**src/rtl/mercury_pkg.sv**
```systemverilog
// Shared IFU types and defaults used by the fetch front end.
package mercury_pkg;

    // One instruction word as stored in the fetch FIFO
    typedef logic [31:0] fetch_entry_t;

    localparam logic [31:0] IFU_RESET_PC        = 32'h8000_0000;
    localparam int unsigned IFU_FIFO_DEPTH      = 4;
    localparam int unsigned IFU_MAX_OUTSTANDING = 2;

    typedef enum logic [1:0] {
        FC_BOOT,
        FC_FETCH,
        FC_DRAIN
    } fetch_state_e;

endpackage

```
**src/rtl/ifu_fetch_ctrl_if.sv**
```systemverilog
// imem request/response channel plus the fetch FIFO push/pop/flush lines.
interface ifu_fetch_ctrl_if;

    logic                      imem_req_valid;
    logic                      imem_req_ready;
    logic [31:0]               imem_req_addr;
    logic                      imem_rsp_valid;
    logic [31:0]               imem_rsp_data;
    logic                      fifo_push;
    mercury_pkg::fetch_entry_t fifo_entry;
    logic                      fifo_pop;
    logic                      fifo_flush;

    // fetch controller side
    modport master (
        output imem_req_valid,
        input  imem_req_ready,
        output imem_req_addr,
        input  imem_rsp_valid,
        input  imem_rsp_data,
        output fifo_push,
        output fifo_entry,
        input  fifo_pop,
        output fifo_flush
    );

    // imem / FIFO side
    modport slave (
        input  imem_req_valid,
        output imem_req_ready,
        input  imem_req_addr,
        output imem_rsp_valid,
        output imem_rsp_data,
        input  fifo_push,
        input  fifo_entry,
        output fifo_pop,
        input  fifo_flush
    );

endinterface

```
**src/rtl/ifu_credit_ctr.sv**
```systemverilog
// Up/down credit counter with parallel load; up to two returns and one
// consume per cycle. Load has priority over counting.
module ifu_credit_ctr #(
    parameter int unsigned WIDTH    = 3,
    parameter int unsigned MAX_VAL  = 4,
    parameter int unsigned INIT_VAL = MAX_VAL
) (
    input  logic             clk,
    input  logic             rst,
    input  logic             load,
    input  logic [WIDTH-1:0] load_val,
    input  logic [1:0]       inc,
    input  logic             dec,
    output logic [WIDTH-1:0] count
);

    localparam logic [WIDTH+1:0] MAX_EXT = (WIDTH+2)'(MAX_VAL);

    logic [WIDTH+1:0] sum_ext;
    logic [WIDTH+1:0] dec_ext;
    logic [WIDTH+1:0] next_ext;

    // net sum computed two bits wider so over/underflow is visible to the check
    always_comb begin
        sum_ext  = {2'b00, count} + {{WIDTH{1'b0}}, inc};
        dec_ext  = {{(WIDTH+1){1'b0}}, dec};
        next_ext = sum_ext - dec_ext;
    end

    // counter register
    always_ff @(posedge clk) begin
        if (!rst) begin
            count <= WIDTH'(INIT_VAL);
        end else if (load) begin
            count <= load_val;
        end else begin
            count <= next_ext[WIDTH-1:0];
        end
    end

    // credit must stay within 0..MAX_VAL
    always_ff @(posedge clk) begin
        if (rst) begin
            if (load) begin
                assert ({2'b00, load_val} <= MAX_EXT);
            end else begin
                assert ((sum_ext >= dec_ext) && (next_ext <= MAX_EXT));
            end
        end
    end

endmodule

```
**src/rtl/ifu_fetch_ctrl.sv**
```systemverilog
// IFU fetch front end: sequential PC generation, credit-limited imem issue,
// in-order response push into the fetch FIFO, redirect flush and drain.
//
//   state    | meaning
//   ---------+-----------------------------------------------------------
//   FC_BOOT  | one idle cycle after reset, no request
//   FC_FETCH | issuing requests while credit and outstanding limit allow
//   FC_DRAIN | discarding responses of requests issued before a redirect
module ifu_fetch_ctrl
    import mercury_pkg::*;
#(
    parameter int unsigned FIFO_DEPTH      = IFU_FIFO_DEPTH,
    parameter int unsigned MAX_OUTSTANDING = IFU_MAX_OUTSTANDING,
    parameter logic [31:0] RESET_PC        = IFU_RESET_PC
) (
    input  logic                    clk,
    input  logic                    rst,
    input  logic                    redirect_valid,
    input  logic [31:0]             redirect_pc,
    ifu_fetch_ctrl_if.master        bus
);

    localparam int unsigned CW = $clog2(FIFO_DEPTH + 1);
    localparam int unsigned DW = $clog2(MAX_OUTSTANDING + 1);
    localparam logic [CW-1:0] DEPTH_C = CW'(FIFO_DEPTH);
    localparam logic [CW-1:0] MAXO_C  = CW'(MAX_OUTSTANDING);

    fetch_state_e state_q, state_d;

    logic [31:0]   pc_q;
    logic [CW-1:0] inflight_q;
    logic [CW-1:0] inflight_next;
    logic [DW-1:0] drop_q;
    logic [CW-1:0] credit;
    fetch_entry_t  rsp_data_q;
    logic          push_q;
    logic          flush_q;

    logic          accept;
    logic          rsp_keep;
    logic          rsp_drop;
    logic [1:0]    credit_inc;
    logic [CW-1:0] credit_load_val;

    // handshake events and the outstanding count after this cycle
    always_comb begin
        accept          = bus.imem_req_valid & bus.imem_req_ready;
        rsp_drop        = bus.imem_rsp_valid & (drop_q != '0);
        rsp_keep        = bus.imem_rsp_valid & (drop_q == '0);
        inflight_next   = inflight_q + CW'(accept) - CW'(bus.imem_rsp_valid);
        credit_inc      = {1'b0, bus.fifo_pop} + {1'b0, rsp_drop};
        credit_load_val = DEPTH_C - inflight_next;
    end

    // a redirect reloads credit, ignoring any same-cycle pop
    ifu_credit_ctr #(
        .WIDTH    (CW),
        .MAX_VAL  (FIFO_DEPTH),
        .INIT_VAL (FIFO_DEPTH)
    ) u_credit (
        .clk      (clk),
        .rst      (rst),
        .load     (redirect_valid),
        .load_val (credit_load_val),
        .inc      (credit_inc),
        .dec      (accept),
        .count    (credit)
    );

    // FSM state register
    always_ff @(posedge clk) begin
        if (!rst) begin
            state_q <= FC_BOOT;
        end else begin
            state_q <= state_d;
        end
    end

    // FSM next state; a redirect re-evaluates drain need from inflight_next
    always_comb begin
        state_d = state_q;
        unique case (state_q)
            FC_BOOT:  state_d = FC_FETCH;
            FC_FETCH: begin
                if (redirect_valid && (inflight_next != '0)) begin
                    state_d = FC_DRAIN;
                end
            end
            FC_DRAIN: begin
                if (redirect_valid) begin
                    state_d = (inflight_next != '0) ? FC_DRAIN : FC_FETCH;
                end else if (bus.imem_rsp_valid && (drop_q == DW'(1))) begin
                    state_d = FC_FETCH;
                end
            end
            default:  state_d = FC_BOOT;
        endcase
    end

    // FSM outputs; a redirect suppresses both issue and the pending push
    always_comb begin
        bus.imem_req_valid = (state_q == FC_FETCH) && (credit != '0) &&
                             (inflight_q < MAXO_C) && !redirect_valid;
        bus.imem_req_addr  = pc_q;
        bus.fifo_push      = push_q & ~redirect_valid;
        bus.fifo_entry     = rsp_data_q;
        bus.fifo_flush     = flush_q;
    end

    // PC, outstanding/drop tracking and the one-cycle response pipeline
    always_ff @(posedge clk) begin
        if (!rst) begin
            pc_q       <= RESET_PC;
            inflight_q <= '0;
            drop_q     <= '0;
            rsp_data_q <= '0;
            push_q     <= 1'b0;
            flush_q    <= 1'b0;
        end else begin
            inflight_q <= inflight_next;
            flush_q    <= redirect_valid;
            if (rsp_keep) begin
                rsp_data_q <= bus.imem_rsp_data;
            end
            if (redirect_valid) begin
                pc_q   <= redirect_pc & 32'hFFFF_FFFC;
                drop_q <= DW'(inflight_next);
                push_q <= 1'b0;
            end else begin
                if (accept) begin
                    pc_q <= pc_q + 32'd4;
                end
                if (rsp_drop) begin
                    drop_q <= drop_q - DW'(1);
                end
                push_q <= rsp_keep;
            end
        end
    end

endmodule
```
**src/flat_wrapper.sv**
```systemverilog
// flat-port wrapper written by rule: the top's interface ports become plain ports
module ifu_fetch_ctrl_flat import mercury_pkg::*;
#(
    parameter int unsigned FIFO_DEPTH      = IFU_FIFO_DEPTH,
    parameter int unsigned MAX_OUTSTANDING = IFU_MAX_OUTSTANDING,
    parameter logic [31:0] RESET_PC        = IFU_RESET_PC
)
  (clk, rst, redirect_valid, redirect_pc, bus_imem_req_valid, bus_imem_req_ready, bus_imem_req_addr, bus_imem_rsp_valid, bus_imem_rsp_data, bus_fifo_push, bus_fifo_entry, bus_fifo_pop, bus_fifo_flush);
  ifu_fetch_ctrl_if bus_i ();
  input  logic clk;
  input  logic rst;
  input  logic redirect_valid;
  input  logic [31:0] redirect_pc;
  output wire logic [$bits(bus_i.imem_req_valid)-1:0] bus_imem_req_valid;
  input wire logic [$bits(bus_i.imem_req_ready)-1:0] bus_imem_req_ready;
  output wire logic [$bits(bus_i.imem_req_addr)-1:0] bus_imem_req_addr;
  input wire logic [$bits(bus_i.imem_rsp_valid)-1:0] bus_imem_rsp_valid;
  input wire logic [$bits(bus_i.imem_rsp_data)-1:0] bus_imem_rsp_data;
  output wire logic [$bits(bus_i.fifo_push)-1:0] bus_fifo_push;
  output wire logic [$bits(bus_i.fifo_entry)-1:0] bus_fifo_entry;
  input wire logic [$bits(bus_i.fifo_pop)-1:0] bus_fifo_pop;
  output wire logic [$bits(bus_i.fifo_flush)-1:0] bus_fifo_flush;
  assign bus_imem_req_valid = bus_i.imem_req_valid;
  assign bus_i.imem_req_ready = bus_imem_req_ready;
  assign bus_imem_req_addr = bus_i.imem_req_addr;
  assign bus_i.imem_rsp_valid = bus_imem_rsp_valid;
  assign bus_i.imem_rsp_data = bus_imem_rsp_data;
  assign bus_fifo_push = bus_i.fifo_push;
  assign bus_fifo_entry = bus_i.fifo_entry;
  assign bus_i.fifo_pop = bus_fifo_pop;
  assign bus_fifo_flush = bus_i.fifo_flush;
  ifu_fetch_ctrl #(.FIFO_DEPTH(FIFO_DEPTH), .MAX_OUTSTANDING(MAX_OUTSTANDING), .RESET_PC(RESET_PC)) u_core (.clk(clk), .rst(rst), .redirect_valid(redirect_valid), .redirect_pc(redirect_pc), .bus(bus_i));
endmodule
```
**config.mk**
```make
export PLATFORM = sky130hd
export DESIGN_NAME = ifu_fetch_ctrl_flat
export DESIGN_NICKNAME = d
export VERILOG_FILES = /design/src/rtl/mercury_pkg.sv /design/src/rtl/ifu_fetch_ctrl_if.sv /design/src/rtl/ifu_credit_ctr.sv /design/src/rtl/ifu_fetch_ctrl.sv /design/src/flat_wrapper.sv
export SDC_FILE = /design/constraint.sdc
export NUM_CORES = 1
export LEC_CHECK = 0
export CORE_MARGIN = 2
export CORE_UTILIZATION = 48
export CTS_CLUSTER_SIZE = 30
export DETAILED_ROUTE_END_ITERATION = 10
export GPL_TIMING_DRIVEN = 0
export HOLD_SLACK_MARGIN = 0.05
export PLACE_DENSITY = 0.83
export SKIP_CTS_REPAIR_TIMING = 1
export SLEW_MARGIN = 5
export SYNTH_ARGS = -nofsm -noshare
export SYNTH_HDL_FRONTEND = slang
export SYNTH_HIERARCHICAL = 1
export SYNTH_SLANG_ARGS = --single-unit
```
**constraint.sdc**
```tcl
create_clock -name clk -period 5.4 [get_ports clk]
set_input_delay 1.62 -clock clk [delete_from_list [all_inputs] [get_ports clk]]
set_output_delay 1.62 -clock clk [all_outputs]
set_load 0.02 [all_outputs]
```
# After elaboration in Yosys (flattened, before gate mapping)
# Cells that the tools add are included.
# totals
regBits	76
inputBits	70
output_inout_bits	67
word_cells	54
# classes
n_addsub	8
order_cmp	1
eq_ne	5
n_mux	10
bitwise	6
reduce_logical	15
# op_table
operator	count
two-way mux 32 bit	2
adder 32 x 3 -> 32 bit, second input constant	1
two-way mux 2 bit	6
one-hot mux 2 bit (3 select lines)	1
nonzero test 2 bit	3
nonzero test 3 bit	2
subtractor 3 x 1 -> 3 bit	2
logical AND 1 bit	5
AND 1 bit	4
equality test 2 x 1 -> 1 bit, second input constant	2
zero test 2 bit	2
adder 3 x 1 -> 3 bit	1
adder 3 x 2 -> 3 bit	1
< comparator 3 x 2 -> 1 bit, second input constant	1
two-way mux 3 bit	1
!= test 3 x 2 -> 1 bit, second input constant	1
subtractor 3 bit, first input constant	1
adder 1 x 1 -> 2 bit	1
equality test 2 bit, second input constant	1
!= test 2 x 1 -> 1 bit, second input constant	1
inverter 1 bit	2
AND reduction 2 bit	1
OR reduction 2 bit	1
subtractor 2 x 1 -> 2 bit, second input constant	1
zero test 1 bit	1

# Longest topological paths before layout
# depth
word_depth	11
depth_mapped	18
depth_no_buf	16

# Hierarchy
# Netlist, hierarchy kept.
# modules_own_cells
mod	instances	cells_per_inst	area_per_inst_um2	seq_area_each_um2
ifu_fetch_ctrl	1	441	3482.1	1421.4
ifu_credit_ctr	1	20	211.5	60.1

# Worst setup path before layout
# OpenSTA, ideal clock, no wires.
# synth_timing
kind	input to output
from	input port redirect_valid
to	output port bus_imem_req_valid
arrival_time_ns	2.717
required_ns	3.780
slack_ns	1.063
stages	4
path_buffers	3
path_cell_list	clkbuf_1 clkbuf_1 clkbuf_1 nor3_1
# synth_between
elab_chain_len	2
# synth_rtl
item	line_no	source
start, declared	flat_wrapper.sv:12	input logic redirect_valid;
zero test 1 bit	ifu_fetch_ctrl.sv:103	(inflight_q < MAXO_C) && !redirect_valid;
logical AND 1 bit	ifu_fetch_ctrl.sv:103	
end, declared	flat_wrapper.sv:14	output wire logic [$bits(bus_i.imem_req_valid)-1:0] bus_imem_req_valid;
# Every way passes these cells.

# Final worst setup path
# layout_timing
from	input port redirect_valid
to	output port bus_fifo_push
# layout_between
elab_chain_len	2
# layout_rtl
item	line_no	source
inverter 1 bit	ifu_fetch_ctrl.sv:105	bus.fifo_push = push_q & ~redirect_valid;
AND 1 bit	ifu_fetch_ctrl.sv:105	
end, declared	flat_wrapper.sv:19	output wire logic [$bits(bus_i.fifo_push)-1:0] bus_fifo_push;
# Every way passes these cells.

==> metrics.md <==
| Metric | Value |
|---|---|
| Fin crit share | 0.982 |
| First-pass GRT wire length | 18.6 mm |
| Final TNS setup | 0 ns |
| Placer congestion estimate | 0.876 |
| Final WL | between 10 and 15 mm |
| Pin count of the biggest net entering global routing | 14 |
| Cell variety after synth | 54 |
| Fin crit period | 5.31 ns |
| Root Buffer | clkbuf_8 |
| R2R setup slack | around 1.7 ns |
| Row count | 31 |
| Initial core utilization | 0.501 |
| Vias in the first global route | 3939 |
| Worst setup path endpoint | bus_fifo_push |
| Most common cell after layout, fill and taps aside | clkdlybuf4s50_1 |
| Antenna violations before repair | 0 |
| Placed cell area | just over 5000 um2 |
| Post-synth ARST share | 0 |
| Hpwl dp | 8.41 mm |
| Status | completed |
| Pwr/cell area | 299 nW/um2 |
| Clock sink total | 74 |
| Arrival time worst endpoint | 3.69 ns |
| Worst-path clk slew | 0.07 ns |
| HP Start | u_core/bus.fifo_entry[19] |
| DRC errors left | 0 |
| CTS tree | done |
| Met3 WL | 867 um |
| Number of antenna diodes | 0 |
| Vias | 4044 |
| Synth Flop Type | dfxtp_1 |
| Leak pwr | 0.00199 uW |
| Critical R2R Launch | u_core/inflight_q[1] |
| Yosys reg bits | 74 |
| Crit-path cells | clkdlybuf4s50_1, buf_2, buf_2, clkbuf_4, nor2b_1, clkdlybuf4s50_1 |
| Max-slew headroom | 0.208 |
| Gr usage total | 0.271 |
| Met2 routed WL | 5.54 mm |
| Wire per inst | 15.9 um |
| Worst R2R Path Depth | 18 |
| # setup viols final | 0 |
| Area added between synthesis and finish | 45.0% |
| Seq/Total Area, Yosys | 0.401 |
| IO Pins | 137 |
| Setup ws final | 0.0946 ns |
| Crit path from | redirect_valid |
| Cts bufs inserted | 9 |
| Synth Warn # | 6 |
| Slowest-stage cell, CP | clkdlybuf4s50_1 |
| EDFF count, synth | 0 |
| Full die area | 8410 um2 |
| Worst slew pin tran | about 1.2 ns |
| Die width | 91.7 um |
| Maximum clock path buffer count | 2 |
| Post-Route M1 WL | 4.71 mm |
| Worst EP required | 3.78 ns |
| Post-DRT Antenna Nets | 0 |
| Worst setup path class | input port to output port |
| H-tree levels | 3 |
| Final Hold Viols | 0 |
| Clk Latency, worst-skew pair | 0.34 ns |
| Top Layer Used | met4 |
| Leading cell types in the layout, fill and taps excluded | clkdlybuf4s50_1, nand2_1, dfxtp_1 |
| Worst slack, placed | -0.560 ns |
| Slowest stage delay, CP | 0.59 ns |
| Type of the most critical hold path | flip-flop to flip-flop |
| Final core area utilization | 0.726 |
| FMAX | between 0.15 and 0.2 GHz |
| Cell count after synthesis | approximately 460 |
| Routed vias/inst | 5.70 |
| Final nets | a little under 700 |
| Crit. End Element | output port |
| Input/output buffers | 132 |
| Global route overflow | 0 |
| Die Ht | 91.7 um |
| Startpoint types | input port |
| Cell area after layout | between 5000 and 6000 um2 |
| Endpoint of the worst-slack reg-to-reg timing path | u_core/state_q[1] |
| Core area | 7370 um2 |
| Max-cap violation count | 0 |
| Max IR drop VDD | between 0.0002 and 0.0003 V |
| DRT iter0 DRCs | approximately 290 |
| Proportion of layout cells with a drive suffix above 1 | 0.0525 |
| Worst clock skew | 0.00927 ns |
| Slew Viols, Final | 0 |
| Syn avg cell area | 8.01 um2 |
| Drt first pass iters | 5 |
| Maximum fanout along the worst path | 10 |
| RSZ-0062 raised after global routing | false |
| Mapped cell area | 3690 um2 |
==> layer usage <==
layer	track usage	vias to the layer above
met2	0.454	186
li1	-	1951
met3	0.0616	23
met5	0	-
met4	0.0995	0
met1	0.342	1884
==> how the worst min path moves through the flow <==
stage	to	cells past startpoint	slack, ns
CTS	u_core/bus.fifo_entry[23]	2	0.46
global placement	u_core/bus.fifo_entry[5]	2	0.44
detailed placement	u_core/bus.fifo_entry[23]	2	0.45
floorplan	u_core/bus.fifo_entry[0]	2	0.53
global route	u_core/bus.fifo_entry[31]	2	0.47
finish	u_core/bus.fifo_entry[19]	2	0.45
==> worst max-delay path, delay by kind of cell <==
family                 cells  cell delay (ns)
buffers and inverters      5             1.99
AND/OR/NAND/NOR            1             0.07
==> Yosys cell counts, drive strengths merged, types with 8 or more instances <==
cell type	count	area share
or4	13	0.027
nor2b	8	0.014
nand2	80	0.081
ha	12	0.041
clkbuf	23	0.023
or3	8	0.014
a31oi	10	0.017
o21ai	32	0.043
nand4	16	0.029
and3	9	0.016
nor2	17	0.017
a21oi	43	0.058
nand3	19	0.026
inv	20	0.020
dfxtp	74	0.40
==> metrics by stage <==
step | hold slack (ns) | total power (uW) | std cells
floorplan | 0.534 | 955 | 462
global placement | 0.441 | 1150 | 693
detailed placement | 0.446 | 1170 | 693
CTS | 0.457 | 1610 | 709
global route | 0.473 | 1690 | 709
finish | 0.454 | 1600 | 709
==> final cells by class <==
type | count | area [um2]
fillers | 591 | 2020
plain buffers | 30 | 149
inverters | 21 | 78.8
flip-flops and latches | 74 | 1480
clock buffers | 10 | 138
clock inverters | 6 | 65.1
repair buffers | 132 | 1320
multi-input cells | 337 | 1990
well taps | 99 | 124
==> logic make-up (layout without fill, tap and decap cells) <==
kind of cell               count (synthesis)  in the layout  synth area share
and+or+nand+nor                          199            199             0.279
AOI/OAI and AO/OA                        113            113             0.181
DFF                                       74             74             0.401
buffers and inverters                     51            199            0.0600
adders and majority gates                 14             14            0.0515
xor gates and xnor gates                   7              7            0.0203
muxes                                      2              2           0.00542
other                                      1              2           0.00102
==> where the power goes <==
| part | total [uW] | switching, uW | internal [uW] |
|---|---|---|---|
| Clock | 436 | 209 | 227 |
| Sequential | 658 | 49.3 | 608 |
| Combinational | 508 | 270 | 238 |
==> state kept, by name, indices dropped and copies added, names as in the netlist <==
signal / count
u_core/state_q: 2
u_core/bus.fifo_entry: 32
u_core/push_q: 1
u_core/u_credit/count: 3
u_core/inflight_q: 3
u_core/drop_q: 2
u_core/bus.fifo_flush: 1
u_core/bus.imem_req_addr: 30
No activity file was read; power rests on OpenSTA's default activity.
